===== src/rtl/seg7_scan_reader.sv =====
// seg7_scan_reader: samples a multiplexed active-low 7-seg bus,
// debounces each digit and reassembles a BCD frame.
module seg7_scan_reader #(
  parameter int DIGITS = 4,
  parameter int STABLE = 3
) (
  input  logic                  clk,
  input  logic                  rst,
  input  logic [DIGITS-1:0]     an,
  input  logic [6:0]            seg,
  output logic [4*DIGITS-1:0]   bcd_out,
  output logic [DIGITS-1:0]     blank_mask,
  output logic                  err,
  output logic                  valid
);

  localparam int W = DIGITS + 7;
  localparam logic [3:0] STB = 4'(STABLE);

  typedef enum logic [1:0] {
    SAMPLE,
    ACCEPT,
    EMIT
  } state_t;

  state_t                state;
  logic [W-1:0]          cur;
  logic [W-1:0]          r_in;
  logic [3:0]            cnt;
  logic                  acc_done;
  logic [DIGITS-1:0]     seen;
  logic [4*DIGITS-1:0]   stage;
  logic [DIGITS-1:0]     stage_blank;
  logic                  stage_err;
  logic [DIGITS-1:0]     sel;
  logic                  same;
  logic                  accept;
  logic                  full;
  logic [3:0]            nib;
  logic                  blank;
  logic                  bad;

  assign cur    = {an, seg};
  assign same   = (cur == r_in);
  assign sel    = ~an;
  assign full   = &seen;
  assign accept = same && $onehot(sel) && !acc_done
                  && (cnt >= STB - 4'd1);
  assign valid  = (state == EMIT);

  always_comb begin
    nib   = 4'hE;
    blank = 1'b0;
    bad   = 1'b0;
    unique case (seg)
      7'b0000001: nib = 4'h0;
      7'b1001111: nib = 4'h1;
      7'b0010010: nib = 4'h2;
      7'b0000110: nib = 4'h3;
      7'b1001100: nib = 4'h4;
      7'b0100100: nib = 4'h5;
      7'b0100000: nib = 4'h6;
      7'b0001111: nib = 4'h7;
      7'b0000000: nib = 4'h8;
      7'b0000100: nib = 4'h9;
      7'b1111111: begin
        nib   = 4'hF;
        blank = 1'b1;
      end
      default: bad = 1'b1;
    endcase
  end

  always_ff @(posedge clk or posedge rst) begin
    if (rst) begin
      state       <= SAMPLE;
      r_in        <= '0;
      cnt         <= '0;
      acc_done    <= 1'b0;
      seen        <= '0;
      stage       <= '0;
      stage_blank <= '0;
      stage_err   <= 1'b0;
      bcd_out     <= '0;
      blank_mask  <= '0;
      err         <= 1'b0;
    end else begin
      r_in <= cur;
      if (same) begin
        if (cnt != STB) cnt <= cnt + 4'd1;
      end else begin
        cnt      <= '0;
        acc_done <= 1'b0;
      end
      if (accept) begin
        acc_done <= 1'b1;
        for (int i = 0; i < DIGITS; i++) begin
          if (sel[i]) begin
            stage[4*i +: 4] <= nib;
            stage_blank[i]  <= blank;
          end
        end
      end
      // Publishing reads the old staging; a same-edge accept opens the next frame.
      if (full) begin
        bcd_out    <= stage;
        blank_mask <= stage_blank;
        err        <= stage_err;
        seen       <= accept ? sel : '0;
        stage_err  <= accept & bad;
      end else if (accept) begin
        seen <= seen | sel;
        if (bad) stage_err <= 1'b1;
      end
      if (full)        state <= EMIT;
      else if (accept) state <= ACCEPT;
      else             state <= SAMPLE;
    end
  end

endmodule


===== config.mk =====
export PLATFORM = sky130hd
export DESIGN_NAME = seg7_scan_reader
export DESIGN_NICKNAME = d
export VERILOG_FILES = /design/src/rtl/seg7_scan_reader.sv
export SDC_FILE = /design/constraint.sdc
export NUM_CORES = 1
export LEC_CHECK = 0
export ABC_CLOCK_PERIOD_IN_PS = 6190
export BUFFER_PORTS_ARGS = -buffer_cell sky130_fd_sc_hd__buf_2
export CAP_MARGIN = 20
export CORE_AREA = 2 2 72 74
export CTS_BUF_LIST = sky130_fd_sc_hd__clkbuf_8
export DETAILED_ROUTE_END_ITERATION = 12
export DIE_AREA = 0 0 74 76
export PLACE_DENSITY = 0.77
export SETUP_SLACK_MARGIN = 0.5
export SLEW_MARGIN = 25
export SYNTH_ARGS = -nofsm -noshare
export SYNTH_HDL_FRONTEND = slang
export SYNTH_SLANG_ARGS = --single-unit

===== constraint.sdc =====
create_clock -name clk -period 6.19 [get_ports clk]
set_input_delay 0 -clock clk [delete_from_list [all_inputs] [get_ports clk]]
set_output_delay 0 -clock clk [all_outputs]
set_load 0.005 [all_outputs]

==> qor.txt, run 1 <==
====================================================================================
Cell chosen for the clock root                                          sky130_fd_sc_hd__clkbuf_8
Number of maximum-capacitance violations                                           0
Post-Synth XOR/XNOR Area                                                       4.44%
Total core area                                                         0.00491 sq mm
Layout cells sized above 1                                                     23.3%
Path type of the worst min-delay path                                   primary input to register
Sequential cell area fraction in the yosys report                              58.0%
Wire length of the first global-routing pass                                 8.66 mm
Yosys top cell by area                                                  sky130_fd_sc_hd__dfrtp_1
Max stage delay on crit path                                                 0.55 ns
Worst Skew                                                                0.00966 ns
Final std cells w/o fill                                                         370
Combinational family with the most area after synthesis                 simple AND/OR/NAND/NOR gates
Worst-Skew Late Latency                                                      0.34 ns
Area fraction in compound gates after synthesis                                3.04%
Proportion of synthesized flip-flops having asynchronous set or reset           100%
Die span in y                                                                  76 um
Worst IR Drop VDD                                                             124 uV
Via count of the first global-routing pass                                      1845
Number of detailed-route iterations in the first pass                              4
Highest net fanout along the worst path                                            6
Worst hold slack                                                            0.413 ns
Final Hold Violating Endpoints                                                     0
Via-per-instance ratio                                                          5.06
Routed wire length per instance                                              13.2 um
Sum of buffers and inverters on the critical path                                  3
ANT cells                                                                          0
Count of hold buffers inserted by post-cts repair                                 12
GRT Util Overall                                                               20.3%
TritonCTS sink count                                                              64
Family of cells with the greatest summed delay on the critical path     simple AND/OR/NAND/NOR gates
Die Area                                                                0.00562 sq mm
Unrepaired setup endpoints after global routing                                false
Pwr/cell area                                                            241 mW/mm^2
Required time of the critical path                                           6.41 ns
Distinct cell type count after synthesis                                          38
Post-Syn Area per Cell                                                    11.3 sq um
Max-slew violations                                                                0
Synth Area in Adders                                                           2.54%
Number of post-CTS setup repair buffers                                            0
Relative max-transition margin                                                 48.9%
Run status                                                                 completed
Type of element capturing the critical path                                 register
Post-DP HPWL                                                                 3.25 mm
Max frequency                                                                321 MHz
Path type of the worst setup path                                       primary input to register
Die span in x                                                                  74 um
I/O Buffers                                                                       34
Simple logic cell fraction of the synthesized area                             21.3%
Total Neg Setup Slack                                                           0 ns
Starting Density                                                               56.2%
Drt first-iter violations                                                        136
Static Leakage                                                            0.00180 uW
Final critical-path setup slack                                              3.08 ns
Clock slew seen by the registers of the worst setup and hold paths           0.06 ns
Most used cell, CP                                                      sky130_fd_sc_hd__ha_1
Number of placement rows                                                          26
Element type at the critical path start                                 primary input
Antenna violations before repair                                                   0
Synth Instances                                                                  245
Setup violation total in the final timing report                                   0
Multiplexer share of the synthesized area                                      8.16%
Number of buffers created by CTS                                                   9
Largest net degree at the start of global routing                                 65
DP Cell Count                                                                    342
Number of vias in the routed layout                                             1873
Congestion Overflow GR                                                             0
Number of H-tree levels                                                            3
Maximum number of buffers from clock root to sink                                  2
Layout overhead on the synthesized area                                        19.3%
Critical path cell sequence                                             dlygate4sd3_1 -> buf_2 -> fa_1 -> inv_1 -> ha_1 -> ha_1 -> nand2b_1 -> nor4_1 -> nand4_4 -> nor2_4 -> mux2_2
Summed instance area of the synthesized netlist                         0.00276 sq mm
Crit path arrival time                                                       3.33 ns
Placement Setup Slack                                                        3.30 ns
Synthesized netlist net count                                                    263
Routed WL                                                                    4.89 mm
Top-area cell type share of the netlist area                                   58.0%
Post-cts sizing count                                                              0
Slack of the worst reg-to-reg path                                           4.00 ns
Synth Flop Type                                                         sky130_fd_sc_hd__dfrtp_1
Final period demand of the worst path                                        3.11 ns
Slowest cell on the critical path                                       sky130_fd_sc_hd__dlygate4sd3_1
Transition at the pin with the smallest max-transition slack                0.767 ns
Area contributors post-synth                                            sky130_fd_sc_hd__dfrtp_1, sky130_fd_sc_hd__nand2_1, sky130_fd_sc_hd__mux2_2, sky130_fd_sc_hd__xor2_1, sky130_fd_sc_hd__mux2_1
Register bit count reported by yosys                                              64
Routed Antenna Nets                                                                0
Number of synthesized flops with an enable pin                                     0
GP Congestion                                                                  0.831
Final layout net count                                                           313
Number of top-level pins                                                          35
Ys Warns                                                                           0
DRC violation count after routing                                                  0
Final Cycle Share                                                              50.3%
Clock tree from TritonCTS                                                      built
====================================================================================
[state kept, by name, indices dropped and copies added (netlist names), 2 cells and up]
name	flops
bcd_out	16
cnt	4
state	2
blank_mask	4
stage	16
stage_blank	4
seen	4
r_in	11
[synthesized netlist by cell type, drive strengths merged (5+ instances only)]
cell	instances
nand2	67
dfrtp	64
mux2	20
xor2	13
nor2	11
buf	6
inv	6
nand4	5
nor4	5
[worst reg2reg max path: stages (launching register included)]
cell,delay [ns]
sky130_fd_sc_hd__dfrtp_1,0.42
sky130_fd_sc_hd__inv_1,0.07
sky130_fd_sc_hd__ha_1,0.13
sky130_fd_sc_hd__nor4_1,0.05
sky130_fd_sc_hd__nor4_1,0.47
sky130_fd_sc_hd__nand4_4,0.32
sky130_fd_sc_hd__nor2_4,0.27
sky130_fd_sc_hd__mux2_2,0.36
[where the power goes]
| part | total [uW] | switching (uW) | internal (uW) |
|---|---|---|---|
| clock | 325 | 151 | 174 |
| sequential | 424 | 1.62 | 422 |
| combinational | 44.6 | 27.7 | 16.9 |
[per-stage QoR]
stage	instance area (sq um)	utilization [%]	power [uW]
floorplan	2760	-	457
global placement	2990	60.8	470
detailed placement	2990	60.8	471
CTS	3290	67.0	800
global route	3290	67.0	824
finish	3290	67.0	794
[cell families after synthesis]
kind of cell / count (synthesis)
AO/OA/AOI/OAI: 13
XOR/XNOR: 14
adder cells (fa/ha/maj): 5
buffers and inverters: 15
flip-flops: 64
multiplexers: 20
AND/OR/NAND/NOR: 114
[cell type report]
class	count	area, sq um
timing repair buffer	48	305
inverter	6	22.5
multi-input combinational	166	1090
clock buffer	12	165
fill	393	1620
clock inverter	4	20.0
sequential	64	1600
tap	70	87.6
[cells in the final DEF (no fill, tap or decap), types with 3 or more instances in the layout]
| master | count |
|---|---|
| sky130_fd_sc_hd__a21oi_1 | 3 |
| sky130_fd_sc_hd__o21ai_0 | 3 |
| sky130_fd_sc_hd__nand4_1 | 4 |
| sky130_fd_sc_hd__and3_1 | 4 |
| sky130_fd_sc_hd__mux2_2 | 11 |
| sky130_fd_sc_hd__dfrtp_1 | 64 |
| sky130_fd_sc_hd__inv_1 | 7 |
| sky130_fd_sc_hd__buf_2 | 34 |
| sky130_fd_sc_hd__nor2_4 | 4 |
| sky130_fd_sc_hd__mux2_1 | 9 |
| sky130_fd_sc_hd__nand2_1 | 67 |
| sky130_fd_sc_hd__a21o_1 | 4 |
| sky130_fd_sc_hd__nor3_1 | 4 |
| sky130_fd_sc_hd__ha_1 | 4 |
| sky130_fd_sc_hd__nor4_1 | 3 |
| sky130_fd_sc_hd__nand3b_1 | 3 |
| sky130_fd_sc_hd__dlygate4sd3_1 | 12 |
| sky130_fd_sc_hd__nand3_1 | 4 |
| sky130_fd_sc_hd__xor2_1 | 13 |
| sky130_fd_sc_hd__clkbuf_8 | 12 |
| sky130_fd_sc_hd__nor2_1 | 7 |
[worst paths after layout]
path / start / end / cells past startpoint
max: an[0] / stage[11] / 11
min: an[2] / r_in[9] / 2
max reg2reg: cnt[0] / stage[11] / 7
min reg2reg: stage[7] / bcd_out[7] / 2
max in group asynchronous: rst / stage_err / 4
min in group asynchronous: rst / bcd_out[3] / 4
[per-layer routing]
metal  track usage, %  routed length (um)
met5                0                   0
met4             12.0                 133
met3             3.70                 139
met2             28.1                2250
met1             29.5                2370
(Power assumes the default switching activity.)
==> run 2: changes to the inputs <==
--- a/config.mk
+++ b/config.mk
@@ -5,14 +5,14 @@
 export SDC_FILE = /design/constraint.sdc
 export NUM_CORES = 1
 export LEC_CHECK = 0
-export ABC_CLOCK_PERIOD_IN_PS = 6190
+export ABC_CLOCK_PERIOD_IN_PS = 2800
 export BUFFER_PORTS_ARGS = -buffer_cell sky130_fd_sc_hd__buf_2
 export CAP_MARGIN = 20
-export CORE_AREA = 2 2 72 74
+export CORE_AREA = 2 2 75 77
 export CTS_BUF_LIST = sky130_fd_sc_hd__clkbuf_8
 export DETAILED_ROUTE_END_ITERATION = 12
-export DIE_AREA = 0 0 74 76
-export PLACE_DENSITY = 0.77
+export DIE_AREA = 0 0 77 79
+export PLACE_DENSITY = 0.74
 export SETUP_SLACK_MARGIN = 0.5
 export SLEW_MARGIN = 25
 export SYNTH_ARGS = -nofsm -noshare
==> constraint.sdc (replaced) <==
create_clock -name clk -period 2.8 [get_ports clk]
set_input_delay 0 -clock clk [delete_from_list [all_inputs] [get_ports clk]]
set_output_delay 0 -clock clk [all_outputs]
set_load 0.005 [all_outputs]
==> run 2 against run 1 <==
Net effect:
- flip-flop and latch count is the same
- non-clock buffer count grew 4
- combinational power grew to 2.7 times the previous value
- critical path depth fell by 1
- first-iteration DRC count down 39%
- cell count increased by 1.4%
- total power rose by 130%
- global-route usage down 1.6 points
- worst setup slack worse by 2.5 ns
- routed wire length grew 8.7%
- largest cell class unchanged
- largest power group unchanged
==> qor.txt, run 2 (synthesis results as in run 1) <==
=================================================================================
Die span in x                                                               77 um   +4.1%
Total core area                                                      0.00534 sq mm   +8.7%
Worst hold slack                                                        0.0347 ns   -0.378 ns
Number of detailed-route iterations in the first pass                           4   unchanged
Final Cycle Share                                                           80.1%
Routed WL                                                                 5.31 mm   +8.7%
Power consumption                                                         1800 uW   +130%
Clock slew seen by the registers of the worst setup and hold paths        0.07 ns   about the same
Antenna violations before repair                                                0   unchanged
ANT cells                                                                       0   unchanged
Worst Skew                                                             0.00678 ns   -0.00288 ns
Clock tree from TritonCTS                                                   built
Max frequency                                                             446 MHz
Run status                                                              completed
GRT Util Overall                                                            18.7%   -1.6 points
Relative max-transition margin                                              47.9%   -0.92 points
Cell chosen for the clock root                                       sky130_fd_sc_hd__clkbuf_8
Util after Layout                                                           63.9%   -3.0 points
Number of maximum-capacitance violations                                        0   unchanged
I/O Buffers                                                                    34   unchanged
Unrepaired setup endpoints after global routing                              true
Top Registers                                                        bcd_out (16), stage (16), r_in (11)
Number of top-level pins                                                       35   unchanged
Routed Antenna Nets                                                             0   unchanged
Wire length of the first global-routing pass                              8.83 mm   +1.9%
Setup violation total in the final timing report                                0   unchanged
Drt first-iter violations                                                      83   -39%
GP Congestion                                                               0.875   +5.4%
Transition at the pin with the smallest max-transition slack             0.780 ns   +0.0128 ns
Slack of the worst reg-to-reg path                                        0.79 ns   -3.21 ns
Total Neg Setup Slack                                                        0 ns   unchanged
Number of buffers created by CTS                                                9   unchanged
Via count of the first global-routing pass                                   1896   +2.8%
Final Hold Violating Endpoints                                                  0   unchanged
Most used cells in the layout excluding fill and tap cells           sky130_fd_sc_hd__nand2_1, sky130_fd_sc_hd__dfrtp_1, sky130_fd_sc_hd__buf_2
Number of placement rows                                                       27   +3.8%
Post-DP HPWL                                                              3.33 mm   +2.3%
Worst-Skew Late Latency                                                   0.33 ns   about the same
Starting Density                                                            51.7%   -4.5 points
Type of element capturing the critical path                              register
Path type of the worst setup path                                    primary input to register
Congestion Overflow GR                                                          0   unchanged
Layout cells sized above 1                                                  27.1%   +3.7 points
Number of H-tree levels                                                         3   unchanged
Crit path arrival time                                                    2.46 ns   -0.87 ns
Largest net degree at the start of global routing                              48   -26%
Final period demand of the worst path                                     2.24 ns
Maximum number of buffers from clock root to sink                               2   unchanged
Highest net fanout along the worst path                                         6   unchanged
Final layout net count                                                        317   +1.3%
Worst IR Drop VDD                                                          268 uV   +120%
Number of vias in the routed layout                                          1898   +1.3%
Die Area                                                             0.00608 sq mm   +8.2%
Routed wire length per instance                                           14.2 um   +7.2%
Layout overhead on the synthesized area                                     23.7%
Most common cell after layout, fill and taps aside                   sky130_fd_sc_hd__nand2_1
Pwr/cell area                                                         529 mW/mm^2   +120%
Element type at the critical path start                              primary input
Max-slew violations                                                             0   unchanged
Path type of the worst min-delay path                                primary input to register
Die span in y                                                               79 um   +3.9%
TritonCTS sink count                                                           64   unchanged
Static Leakage                                                         0.00183 uW   +1.8%
DRC violation count after routing                                               0   unchanged
Required time of the critical path                                        3.02 ns   -3.39 ns
Via-per-instance ratio                                                       5.06   about the same
=================================================================================
[run 2: cell types whose count changed in the layout (fill, tap and decap cells not counted), moves of 2 or more]
cell / change
sky130_fd_sc_hd__buf_4: +5
sky130_fd_sc_hd__ha_1: -2
sky130_fd_sc_hd__clkbuf_8: -2
sky130_fd_sc_hd__buf_2: -3
sky130_fd_sc_hd__clkinv_2: +3
sky130_fd_sc_hd__mux2_2: -3
sky130_fd_sc_hd__mux2_1: -4
sky130_fd_sc_hd__mux2_4: +7
[run 2: layer usage]
| layer | global-route usage, % | vias up | share of wire (%) |
|---|---|---|---|
| li1 | - | 926 | - |
| met1 | 25.6 | 930 | 48 |
| met2 | 29.0 | 36 | 48 |
| met3 | 3.30 | 6 | 3.0 |
| met4 | 9.29 | 0 | 1.5 |
| met5 | 0 | - | 0 |
[run 2: area by class of cell]
type                    count  area, sq um
fillers                   448         1920
clock buffers              10          138
multi-input cells         166         1150
repair buffers             52          359
flip-flops and latches     64         1600
well taps                  72         90.1
inverters                   6         23.8
clock inverters             5         48.8
[run 2: per-stage QoR]
stage	worst slack, ns	instances	area (sq um)
floorplan	0.516	245	2780
global placement	0.255	344	3010
detailed placement	0.186	344	3010
CTS	0.535	371	3320
global route	0.449	375	3410
finish	0.558	375	3410
[run 2: critical path, cell delays in order]
cell                       delay [ns]
sky130_fd_sc_hd__buf_12          0.10
sky130_fd_sc_hd__fa_1            0.53
sky130_fd_sc_hd__inv_1           0.05
sky130_fd_sc_hd__ha_2            0.18
sky130_fd_sc_hd__ha_4            0.23
sky130_fd_sc_hd__nand2b_4        0.14
sky130_fd_sc_hd__nor4_4          0.33
sky130_fd_sc_hd__nand4_4         0.25
sky130_fd_sc_hd__nor2_4          0.32
sky130_fd_sc_hd__mux2_4          0.33
[run 2: path summary, 6_finish.rpt]
check,start,end,cells past startpoint
worst max-delay path,an[3],stage[10],10
worst min-delay path,an[1],seen[1],3
worst max register to register,r_in[8],stage[10],5
worst min register to register,bcd_out[15],bcd_out[15],2
max in group asynchronous,rst,stage[14],4
min in group asynchronous,rst,cnt[2],3
[run 2: power by group]
| group | switching [uW] | total [uW] | internal, uW | leakage (uW) |
|---|---|---|---|---|
| sequential | 3.63 | 936 | 933 | 0.000864 |
| clock | 327 | 750 | 422 | 0.000103 |
| combinational | 68.7 | 119 | 50.2 | 0.000863 |
| total | 399 | 1800 | 1410 | 0.00183 |
[run 2: repair_timing]
item	in CTS	in global routing
hold buffers	12	0
setup endpoints to repair	0	20
gates resized for setup	0	19
hold endpoints to repair	57	0
setup buffers	0	4
